## src/rtl/i2s_mix_sched_if.sv

```systemverilog
// Voice polling bus between the mix scheduler (master) and the synth voices (slave).
interface i2s_mix_sched_if #(
    parameter int DATA_WIDTH = 16,
    parameter int VIDX_W     = 2
);
    logic                         voice_req;
    logic [VIDX_W-1:0]            voice_idx;
    logic                         voice_ack;
    logic signed [DATA_WIDTH-1:0] voice_l;
    logic signed [DATA_WIDTH-1:0] voice_r;

    modport master (output voice_req, voice_idx, input voice_ack, voice_l, voice_r);
    modport slave  (input voice_req, voice_idx, output voice_ack, voice_l, voice_r);
endinterface

```

## src/rtl/i2s_mix_sched.sv

```systemverilog
// Per-frame voice poller and saturating stereo mixer feeding the I2S transmitter.
// Optional gain stage (arithmetic right shift before saturation) under MIX_SCHED_GAIN_EN.
module i2s_mix_sched #(
    parameter int DATA_WIDTH = 16,
    parameter int NUM_VOICES = 4,
    parameter int VIDX_W     = 2,
    parameter int TIMEOUT    = 255
) (
    input  logic                  i_clk,
    input  logic                  i_rst,
    input  logic                  i_lrclk,
    input  logic                  i_mute,
`ifdef MIX_SCHED_GAIN_EN
    input  logic [2:0]            i_gain_shift,
`endif
    i2s_mix_sched_if.master       vif,
    output logic [DATA_WIDTH-1:0] o_left_chan,
    output logic [DATA_WIDTH-1:0] o_right_chan,
    output logic                  o_frame_strobe,
    output logic                  o_underrun,
    output logic                  o_timeout_err
);
    localparam int ACC_W  = DATA_WIDTH + VIDX_W + 1;
    localparam int WAIT_W = (TIMEOUT < 1) ? 1 : $clog2(TIMEOUT + 1);
    localparam logic signed [ACC_W-1:0] SAT_MAX =
        {{(ACC_W-DATA_WIDTH+1){1'b0}}, {(DATA_WIDTH-1){1'b1}}};
    localparam logic signed [ACC_W-1:0] SAT_MIN = ~SAT_MAX;

    typedef enum logic [1:0] {S_IDLE, S_REQ, S_DONE} state_t;

    state_t                  r_state;
    logic                    r_lrclk_prev;
    logic                    r_req;
    logic [VIDX_W-1:0]       r_idx;
    logic [WAIT_W-1:0]       r_wait;
    logic signed [ACC_W-1:0] r_acc_l, r_acc_r;
    logic [DATA_WIDTH-1:0]   r_shadow_l, r_shadow_r;
    logic                    r_shadow_valid;
    logic [DATA_WIDTH-1:0]   r_left, r_right;
    logic                    r_strobe, r_underrun, r_timeout_err;

    logic                    w_frame_start, w_ack, w_timeout, w_last;
    logic [2:0]              w_shift;
    logic signed [ACC_W-1:0] w_ext_l, w_ext_r, w_sh_l, w_sh_r;

    function automatic logic [DATA_WIDTH-1:0] sat(input logic signed [ACC_W-1:0] v);
        if (v > SAT_MAX)      return SAT_MAX[DATA_WIDTH-1:0];
        else if (v < SAT_MIN) return SAT_MIN[DATA_WIDTH-1:0];
        else                  return v[DATA_WIDTH-1:0];
    endfunction

`ifdef MIX_SCHED_GAIN_EN
    assign w_shift = i_gain_shift;
`else
    assign w_shift = 3'd0;
`endif

    assign w_frame_start = r_lrclk_prev & ~i_lrclk;
    assign w_ack         = r_req & vif.voice_ack;
    // An ack landing on the timeout cycle still counts as a real sample.
    assign w_timeout     = r_req & ~vif.voice_ack & (r_wait == WAIT_W'(TIMEOUT));
    assign w_last        = (r_idx == VIDX_W'(NUM_VOICES - 1));
    assign w_ext_l       = {{(ACC_W-DATA_WIDTH){vif.voice_l[DATA_WIDTH-1]}}, vif.voice_l};
    assign w_ext_r       = {{(ACC_W-DATA_WIDTH){vif.voice_r[DATA_WIDTH-1]}}, vif.voice_r};
    assign w_sh_l        = r_acc_l >>> w_shift;
    assign w_sh_r        = r_acc_r >>> w_shift;

    always_ff @(posedge i_clk) begin
        if (i_rst) begin
            r_state        <= S_IDLE;
            r_lrclk_prev   <= 1'b0;
            r_req          <= 1'b0;
            r_idx          <= '0;
            r_wait         <= '0;
            r_acc_l        <= '0;
            r_acc_r        <= '0;
            r_shadow_l     <= '0;
            r_shadow_r     <= '0;
            r_shadow_valid <= 1'b1;
            r_left         <= '0;
            r_right        <= '0;
            r_strobe       <= 1'b0;
            r_underrun     <= 1'b0;
            r_timeout_err  <= 1'b0;
        end else begin
            r_lrclk_prev <= i_lrclk;
            r_strobe     <= w_frame_start;
            // Frame start overrides everything, aborting any unfinished collection.
            if (w_frame_start) begin
                if (r_shadow_valid) begin
                    r_left  <= i_mute ? '0 : r_shadow_l;
                    r_right <= i_mute ? '0 : r_shadow_r;
                end else begin
                    r_underrun <= 1'b1;
                end
                r_acc_l        <= '0;
                r_acc_r        <= '0;
                r_idx          <= '0;
                r_wait         <= '0;
                r_shadow_valid <= 1'b0;
                r_req          <= 1'b1;
                r_state        <= S_REQ;
            end else begin
                case (r_state)
                    S_REQ: begin
                        if (w_ack || w_timeout) begin
                            if (w_ack) begin
                                r_acc_l <= r_acc_l + w_ext_l;
                                r_acc_r <= r_acc_r + w_ext_r;
                            end else begin
                                r_timeout_err <= 1'b1;
                            end
                            r_wait <= '0;
                            if (w_last) begin
                                r_req   <= 1'b0;
                                r_state <= S_DONE;
                            end else begin
                                r_idx <= r_idx + VIDX_W'(1);
                            end
                        end else begin
                            r_wait <= r_wait + WAIT_W'(1);
                        end
                    end
                    S_DONE: begin
                        r_shadow_l     <= sat(w_sh_l);
                        r_shadow_r     <= sat(w_sh_r);
                        r_shadow_valid <= 1'b1;
                        r_state        <= S_IDLE;
                    end
                    default: r_req <= 1'b0;
                endcase
            end
        end
    end

    assign vif.voice_req  = r_req;
    assign vif.voice_idx  = r_idx;
    assign o_left_chan    = r_left;
    assign o_right_chan   = r_right;
    assign o_frame_strobe = r_strobe;
    assign o_underrun     = r_underrun;
    assign o_timeout_err  = r_timeout_err;
endmodule

```

## src/flat_wrapper.sv

```systemverilog
// flat-port wrapper written by rule: the top's interface ports become plain ports
module i2s_mix_sched_flat 
#(
    parameter int DATA_WIDTH = 16,
    parameter int NUM_VOICES = 4,
    parameter int VIDX_W     = 2,
    parameter int TIMEOUT    = 255
)
  (i_clk, i_rst, i_lrclk, i_mute, o_left_chan, o_right_chan, o_frame_strobe, o_underrun, o_timeout_err, vif_voice_req, vif_voice_idx, vif_voice_ack, vif_voice_l, vif_voice_r);
  i2s_mix_sched_if #(.DATA_WIDTH(DATA_WIDTH), .VIDX_W(VIDX_W)) vif_i ();
  input  logic i_clk;
  input  logic i_rst;
  input  logic i_lrclk;
  input  logic i_mute;
  output logic [DATA_WIDTH-1:0] o_left_chan;
  output logic [DATA_WIDTH-1:0] o_right_chan;
  output logic o_frame_strobe;
  output logic o_underrun;
  output logic o_timeout_err;
  output wire logic [$bits(vif_i.voice_req)-1:0] vif_voice_req;
  output wire logic [$bits(vif_i.voice_idx)-1:0] vif_voice_idx;
  input wire logic [$bits(vif_i.voice_ack)-1:0] vif_voice_ack;
  input wire logic [$bits(vif_i.voice_l)-1:0] vif_voice_l;
  input wire logic [$bits(vif_i.voice_r)-1:0] vif_voice_r;
  assign vif_voice_req = vif_i.voice_req;
  assign vif_voice_idx = vif_i.voice_idx;
  assign vif_i.voice_ack = vif_voice_ack;
  assign vif_i.voice_l = vif_voice_l;
  assign vif_i.voice_r = vif_voice_r;
  i2s_mix_sched #(.DATA_WIDTH(DATA_WIDTH), .NUM_VOICES(NUM_VOICES), .VIDX_W(VIDX_W), .TIMEOUT(TIMEOUT)) u_core (.i_clk(i_clk), .i_rst(i_rst), .i_lrclk(i_lrclk), .i_mute(i_mute), .vif(vif_i), .o_left_chan(o_left_chan), .o_right_chan(o_right_chan), .o_frame_strobe(o_frame_strobe), .o_underrun(o_underrun), .o_timeout_err(o_timeout_err));
endmodule
```

## config.mk

```make
export PLATFORM = sky130hd
export DESIGN_NAME = i2s_mix_sched_flat
export DESIGN_NICKNAME = d
export VERILOG_FILES = /design/src/rtl/i2s_mix_sched_if.sv /design/src/rtl/i2s_mix_sched.sv /design/src/flat_wrapper.sv
export SDC_FILE = /design/constraint.sdc
export NUM_CORES = 1
export LEC_CHECK = 0
export BUFFER_PORTS_ARGS = -buffer_cell sky130_fd_sc_hd__clkbuf_2
export CAP_MARGIN = 40
export CORE_MARGIN = 2
export CORE_UTILIZATION = 27
export DETAILED_ROUTE_END_ITERATION = 12
export GPL_TIMING_DRIVEN = 0
export SYNTH_ARGS = -nofsm -noshare
export SYNTH_HDL_FRONTEND = slang
export SYNTH_SLANG_ARGS = --single-unit
```

## constraint.sdc

```tcl
create_clock -name i_clk -period 4.7 [get_ports i_clk]
set_input_delay 1.175 -clock i_clk [delete_from_list [all_inputs] [get_ports i_clk]]
set_output_delay 1.175 -clock i_clk [all_outputs]
set_load 0.02 [all_outputs]
```

==> results of run 1 <==
[flip-flops by register name, summed over array words and instances, names as in the netlist]
name                   cells
u_core.vif.voice_req       1
u_core.r_wait              8
u_core.o_timeout_err       1
u_core.o_underrun          1
u_core.r_lrclk_prev        1
u_core.r_acc_r            19
u_core.r_shadow_valid      1
u_core.r_state             2
u_core.o_right_chan       16
u_core.r_shadow_l         16
u_core.o_left_chan        16
u_core.r_acc_l            19
u_core.vif.voice_idx       2
u_core.r_shadow_r         16
u_core.o_frame_strobe      1
[metal layers]
metal,track usage,routed length [um],up-vias
met1,0.176,7850,2515
met4,0.0432,252,0
li1,-,-,2866
met2,0.231,7610,96
met5,0,0,-
met3,0.0344,674,20
[cells by family (layout without fill, tap and decap cells)]
family,after synthesis,after routing,synth area share
compound gates,234,234,0.222
fa+ha+maj,42,42,0.0890
other cells,0,1,0
mux,3,3,0.00495
xor+xnor,31,31,0.0447
flops,120,120,0.396
simple gates,277,277,0.213
buf+inv,48,152,0.0311
[synth_stat cells (12+ instances only)]
library cell    n
clkbuf_1       34
xor2_1         18
nand2_1       104
a21o_1         12
a21oi_1       113
ha_1           40
xnor2_1        13
dfxtp_1       120
o21ai_0        57
nor3b_1        32
a211oi_1       12
nor2_1         84
nand3_1        17
[per-stage QoR]
step	cell area, um2	power [mW]
CTS	7360	2.48
floorplan	6070	1.15
finish	7360	2.45
global placement	6790	1.21
detailed placement	6790	1.21
global route	7360	2.54
[final cells by class]
| cell class | instances | area, um2 |
|---|---|---|
| timing repair buffer | 73 | 365 |
| inverter | 11 | 41.3 |
| antenna | 1 | 2.50 |
| sequential | 120 | 2400 |
| multi-input combinational | 587 | 3480 |
| clock inverter | 12 | 129 |
| buffer | 37 | 148 |
| clock buffer | 19 | 443 |
| tap | 280 | 350 |
| fill | 2275 | 14600 |
[worst max-delay path: stages]
cell and delay, ns:
clkbuf_2 0.11, ha_1 0.19, inv_1 0.07, fa_1 0.41, nor2b_1 0.13, o21ai_0 0.11
o21ai_1 0.40, a21boi_0 0.24, o21bai_1 0.22, xnor2_1 0.14, o21ai_0 0.08
[power breakdown]
part	leakage [nW]	internal [mW]	switching (mW)	total [mW]
Sequential	0.967	1.02	0.00427	1.03
Combinational	1.65	0.0504	0.110	0.160
Clock	0.275	0.788	0.473	1.26
[layout by cell type (no fill, tap or decap), types with 3 or more instances in the layout]
cell type	count
ha_1	40
xnor2_1	13
o21ai_0	57
nor2b_1	4
xor2_1	18
nand2b_1	4
nand2_1	104
inv_1	11
clkinvlp_4	3
o21ai_1	3
a21oi_1	113
a21o_1	12
clkbuf_1	35
nor2_1	84
dfxtp_1	120
o21a_1	3
o21bai_1	5
nor3_1	7
a21boi_0	4
mux2i_1	3
nand3_1	17
nor3b_1	32
nand4_1	7
and3_1	4
a211oi_1	12
clkbuf_2	73
a31oi_1	5
clkinv_4	3
clkinv_2	4
clkbuf_16	17
[worst paths after layout]
path         cells past startpoint  slack, ns               endpoint                  start
max                             11       1.71     u_core.r_acc_l[16]         vif_voice_l[0]
min                              2       0.45  u_core.r_shadow_r[10]  u_core.r_shadow_r[10]
max reg2reg                     10       2.20     u_core.r_acc_l[16]      u_core.r_acc_l[0]
min reg2reg                      2       0.45  u_core.r_shadow_r[10]  u_core.r_shadow_r[10]
==> flow_metrics.env, run 1 <==
export IMPL_clock_latency_ns=0.41
export IMPL_powerDensity_nw_per_um2=333
export IMPL_required_ns=4.98
export IMPL_setup_tns_ns=0
export IMPL_vdd_drop_max_v=0.000258
export IMPL_dp_cells=1108
export IMPL_crit_fanout=5
export IMPL_synth_area_leader_cell="dfxtp_1"
export IMPL_synth_edf_count=0
export IMPL_track_usage=0.138
export IMPL_drtAntennaViolNets=0
export IMPL_status="finished, final reports clean"
export IMPL_num_io_pins=75
export IMPL_cts_max_level=4
export IMPL_slew_headroom=0.497
export IMPL_syn_nets=834
export IMPL_vias_per_cell=4.82
export IMPL_drt_iter0_drc=314
export IMPL_critPathArrivalTime_ns=3.27
export IMPL_synth_flop_cell="dfxtp_1"
export IMPL_clockRootBuffer="clkbuf_16"
export IMPL_setup_ws_ns=1.71
export IMPL_hpwl_um=12700
export IMPL_overflow=0
export IMPL_portBuffers=73
export IMPL_hp_class="reg -> reg"
export IMPL_ys_ff_latch=120
export IMPL_coreArea_um2=22000
export IMPL_fin_cells=1140
export IMPL_clock_sinks=120
export IMPL_cts_tree="done"
export IMPL_drcViolationCount=0
export IMPL_die_area_um2=23700
export IMPL_hold_viol=0
export IMPL_ys_top_cells_by_area="dfxtp_1 40%, a21oi_1 9.3%, ha_1 8.2%"
export IMPL_synth_area_um2=6070
export IMPL_cts_resized_gates=0
export IMPL_whs_ns=0.447
export IMPL_max_freq_mhz=335
export IMPL_total_leakage_power_nw=2.89
export IMPL_syn_inst=755
export IMPL_maxCapViolCount=0
export IMPL_worstSetupStartpointType="input pin"
export IMPL_routedWlPerCell_um=14.4
export IMPL_pre_cts_ws_ns=1.32
export IMPL_finalSetupViolCount=0
export IMPL_grt_max_degree=17
export IMPL_avgSynthCellArea_um2=8.04
export IMPL_nets=926
export IMPL_die_w_um=154
export IMPL_worstSetupPathType="in -> reg"
export IMPL_grt_pass1_vias=5266
export IMPL_tightest_slew_ns=0.752
export IMPL_yosys_warnings=0
export IMPL_period_minus_slack_ns=2.99
export IMPL_cts_clk_slew_worst_paths_ns=0.06
export IMPL_cts_buffers_inserted=17
export IMPL_die_y_um=154
export IMPL_asyncSetResetFlopFracSynth=0
export IMPL_synth_cell_type_count=54
export IMPL_postCtsSetupRepairBufs=0
export IMPL_num_vias=5497
export IMPL_drt_pass1_iterations=4
export IMPL_holdBufCountCts=0
export IMPL_wirelength_um=16400
export IMPL_rsz0062_at_grt="no"
export IMPL_final_layout_size_suffix_gt1_frac=0.130
export IMPL_fin_crit_sh=0.635
export IMPL_syn_to_final_growth_pct=21.2
export IMPL_clockBufferDepth=2
export IMPL_final_core_util=0.335
export IMPL_yosysTopAreaCellShare=0.396
export IMPL_initial_core_util=0.277
export IMPL_rows=54
export IMPL_crit_path_end_kind="flip-flop"
export IMPL_antenna_found_initial=1
export IMPL_synth_seq_area_share=0.396
export IMPL_grt_pass1_wl_um=26500
export IMPL_gp_congestion=0.911
export IMPL_skew_ns=0.0130
export IMPL_finalMaxSlewViolations=0
Power figures use the tool's default switching activity.
==> inputs of run 2 (changes only) <==
==> constraint.sdc (replaced) <==
create_clock -name i_clk -period 2.42 [get_ports i_clk]
set_input_delay 0.605 -clock i_clk [delete_from_list [all_inputs] [get_ports i_clk]]
set_output_delay 0.605 -clock i_clk [all_outputs]
set_load 0.02 [all_outputs]
==> run 2 against run 1 <==
  * Flip-flop and latch count did not move
  * Worst setup slack got worse by 1.6 ns
  * Core utilization up 0.20 points
  * Global-route usage about the same
  * Via count barely moved
  * Non-clock buffer count grew 3
  * Critical endpoint is now u_core.r_acc_r[12]
==> flow_metrics.env, run 2 (synthesis gave the netlist of run 1 again) <==
export IMPL_status="finished, final reports clean"
export IMPL_die_y_um=154
export IMPL_routedWlPerCell_um=14.3
export IMPL_grt_busiest_layer="met2"
export IMPL_grt_pass1_vias=5265
export IMPL_antenna_found_initial=1
export IMPL_die_area_um2=23700
export IMPL_final_layout_size_suffix_gt1_frac=0.139
export IMPL_portBuffers=73
export IMPL_clockBufferDepth=2
export IMPL_fin_crit_sh=0.933
export IMPL_coreArea_um2=22000
export IMPL_drcViolationCount=0
export IMPL_powerDensity_nw_per_um2=642
export IMPL_syn_to_final_growth_pct=22.0
export IMPL_rrSetupSlack_ns=0.16
export IMPL_num_vias=5501
export IMPL_min_path_cells=2
export IMPL_nets=929
export IMPL_critPathArrivalTime_ns=2.59
export IMPL_fillCellCount=2273
export IMPL_num_io_pins=75
export IMPL_vdd_drop_max_v=0.000501
export IMPL_hold_viol=0
export IMPL_r2r_end="u_core.r_acc_r[12]"
export IMPL_max_freq_mhz=443
export IMPL_cts_clk_slew_worst_paths_ns=0.06
export IMPL_track_usage=0.138
export IMPL_overflow=0
export IMPL_grt_pass1_wl_um=26500
export IMPL_multi_input_area_um2=3500
export IMPL_rsz0062_at_grt="no"
export IMPL_setup_tns_ns=0
export IMPL_period_minus_slack_ns=2.26
export IMPL_skew_ns=0.0120
export IMPL_hold_start="u_core.r_shadow_r[10]"
export IMPL_total_leakage_power_nw=2.92
export IMPL_met2_usage=0.231
export IMPL_mostFrequentLayoutCell="dfxtp_1"
export IMPL_cts_buffers_inserted=17
export IMPL_cts_max_level=4
export IMPL_final_cell_mix="120 x dfxtp_1, 113 x a21oi_1, 104 x nand2_1"
export IMPL_initial_core_util=0.277
export IMPL_final_seq_area_um2=2400
export IMPL_reg_top3="u_core.r_acc_l: 19 flops, u_core.r_acc_r: 19 flops"
export IMPL_drt_iter0_drc=302
export IMPL_drtAntennaViolNets=0
export IMPL_fin_cells=1143
export IMPL_rows=54
export IMPL_min_to="u_core.r_shadow_r[10]"
export IMPL_r2r_cells=9
export IMPL_required_ns=2.76
export IMPL_tightest_slew_ns=0.752
export IMPL_crit_path_end_kind="flip-flop"
export IMPL_drt_pass1_iterations=4
export IMPL_use_met1=0.176
export IMPL_vias_per_cell=4.81
export IMPL_clock_latency_ns=0.41
export IMPL_die_w_um=154
export IMPL_worstSetupStartpointType="flip-flop"
export IMPL_clockRootBuffer="clkbuf_16"
export IMPL_maxCapViolCount=0
export IMPL_gp_congestion=0.911
export IMPL_finalMaxSlewViolations=0
export IMPL_crit_fanout=3
export IMPL_dp_cells=1108
export IMPL_clock_sinks=120
export IMPL_cts_tree="done"
export IMPL_gr_usage_met3=0.0344
export IMPL_hpwl_um=12700
export IMPL_slew_headroom=0.497
export IMPL_wirelength_um=16400
export IMPL_worstSetupPathType="reg -> reg"
export IMPL_grt_max_degree=17
export IMPL_hp_class="reg -> reg"
export IMPL_reg2reg_from="u_core.r_acc_r[0]"
export IMPL_finalSetupViolCount=0
run 2: cell types whose count changed in the layout (fill, tap and decap cells not counted), sizes merged:
cell  previous run  this run
buf              3         6
run 2: how the worst max path moves through the flow:
stage                            from                  to  slack (ns)
floorplan              vif_voice_r[0]  u_core.r_acc_r[16]        0.01
global route        u_core.r_acc_l[7]  u_core.r_acc_l[16]       0.005
CTS                 u_core.r_acc_l[0]  u_core.r_acc_l[12]        0.06
finish              u_core.r_acc_r[0]  u_core.r_acc_r[12]        0.16
detailed placement     vif_voice_l[0]  u_core.r_acc_l[16]       -0.39
global placement       vif_voice_l[0]  u_core.r_acc_l[16]       -0.40
run 2: what timing repair did:
| action | CTS | global route |
|---|---|---|
| buffers inserted | 0 | 3 |
| endpoints found under the setup margin | 3 | 10 |
| resized for setup | 2 | 7 |
| gates cloned | 0 | 0 |
| hold buffers | 0 | 0 |
| pin swaps | 0 | 4 |
run 2: area by class of cell:
| cell class | count | share of cell area |
|---|---|---|
| Antenna cell | 1 | 0.000338 |
| Clock buffer | 19 | 0.0598 |
| Timing Repair Buffer | 76 | 0.0524 |
| Clock inverter | 12 | 0.0174 |
| Inverter | 11 | 0.00558 |
| Sequential cell | 120 | 0.324 |
| Multi-Input combinational cell | 587 | 0.473 |
| Buffer | 37 | 0.0199 |
| Tap cell | 280 | 0.0473 |
run 2: through the flow:
stage                     hold slack [ns]  worst slack [ns]  power [mW]  instance area, um2  utilization
after CTS                           0.436            0.0591        4.81                7370        0.336
after detailed placement            0.440            -0.390        2.35                6790        0.309
final                               0.448             0.161        4.76                7410        0.337
after floorplan                     0.427            0.0138        2.24                6070            -
after global routing                0.453           0.00502        4.94                7400        0.337
after global placement              0.434            -0.399        2.35                6790        0.309
run 2: metal layers:
metal | wire [um] | part of all wire
met5 | 0 | 0
met4 | 242 | 0.015
met3 | 654 | 0.040
met2 | 7660 | 0.47
met1 | 7840 | 0.48
run 2: critical path, stage by stage (launching register included):
cell,delay [ns]
dfxtp_1,0.34
ha_1,0.23
fa_2,0.38
a211oi_2,0.27
o211ai_1,0.16
a21oi_1,0.27
o21ai_0,0.16
xor2_1,0.14
nand2_1,0.07
a21oi_1,0.16
run 2: power breakdown:
part | internal [mW] | switching (mW)
combinational | 0.0983 | 0.214
clock | 1.53 | 0.919
sequential | 1.99 | 0.00827
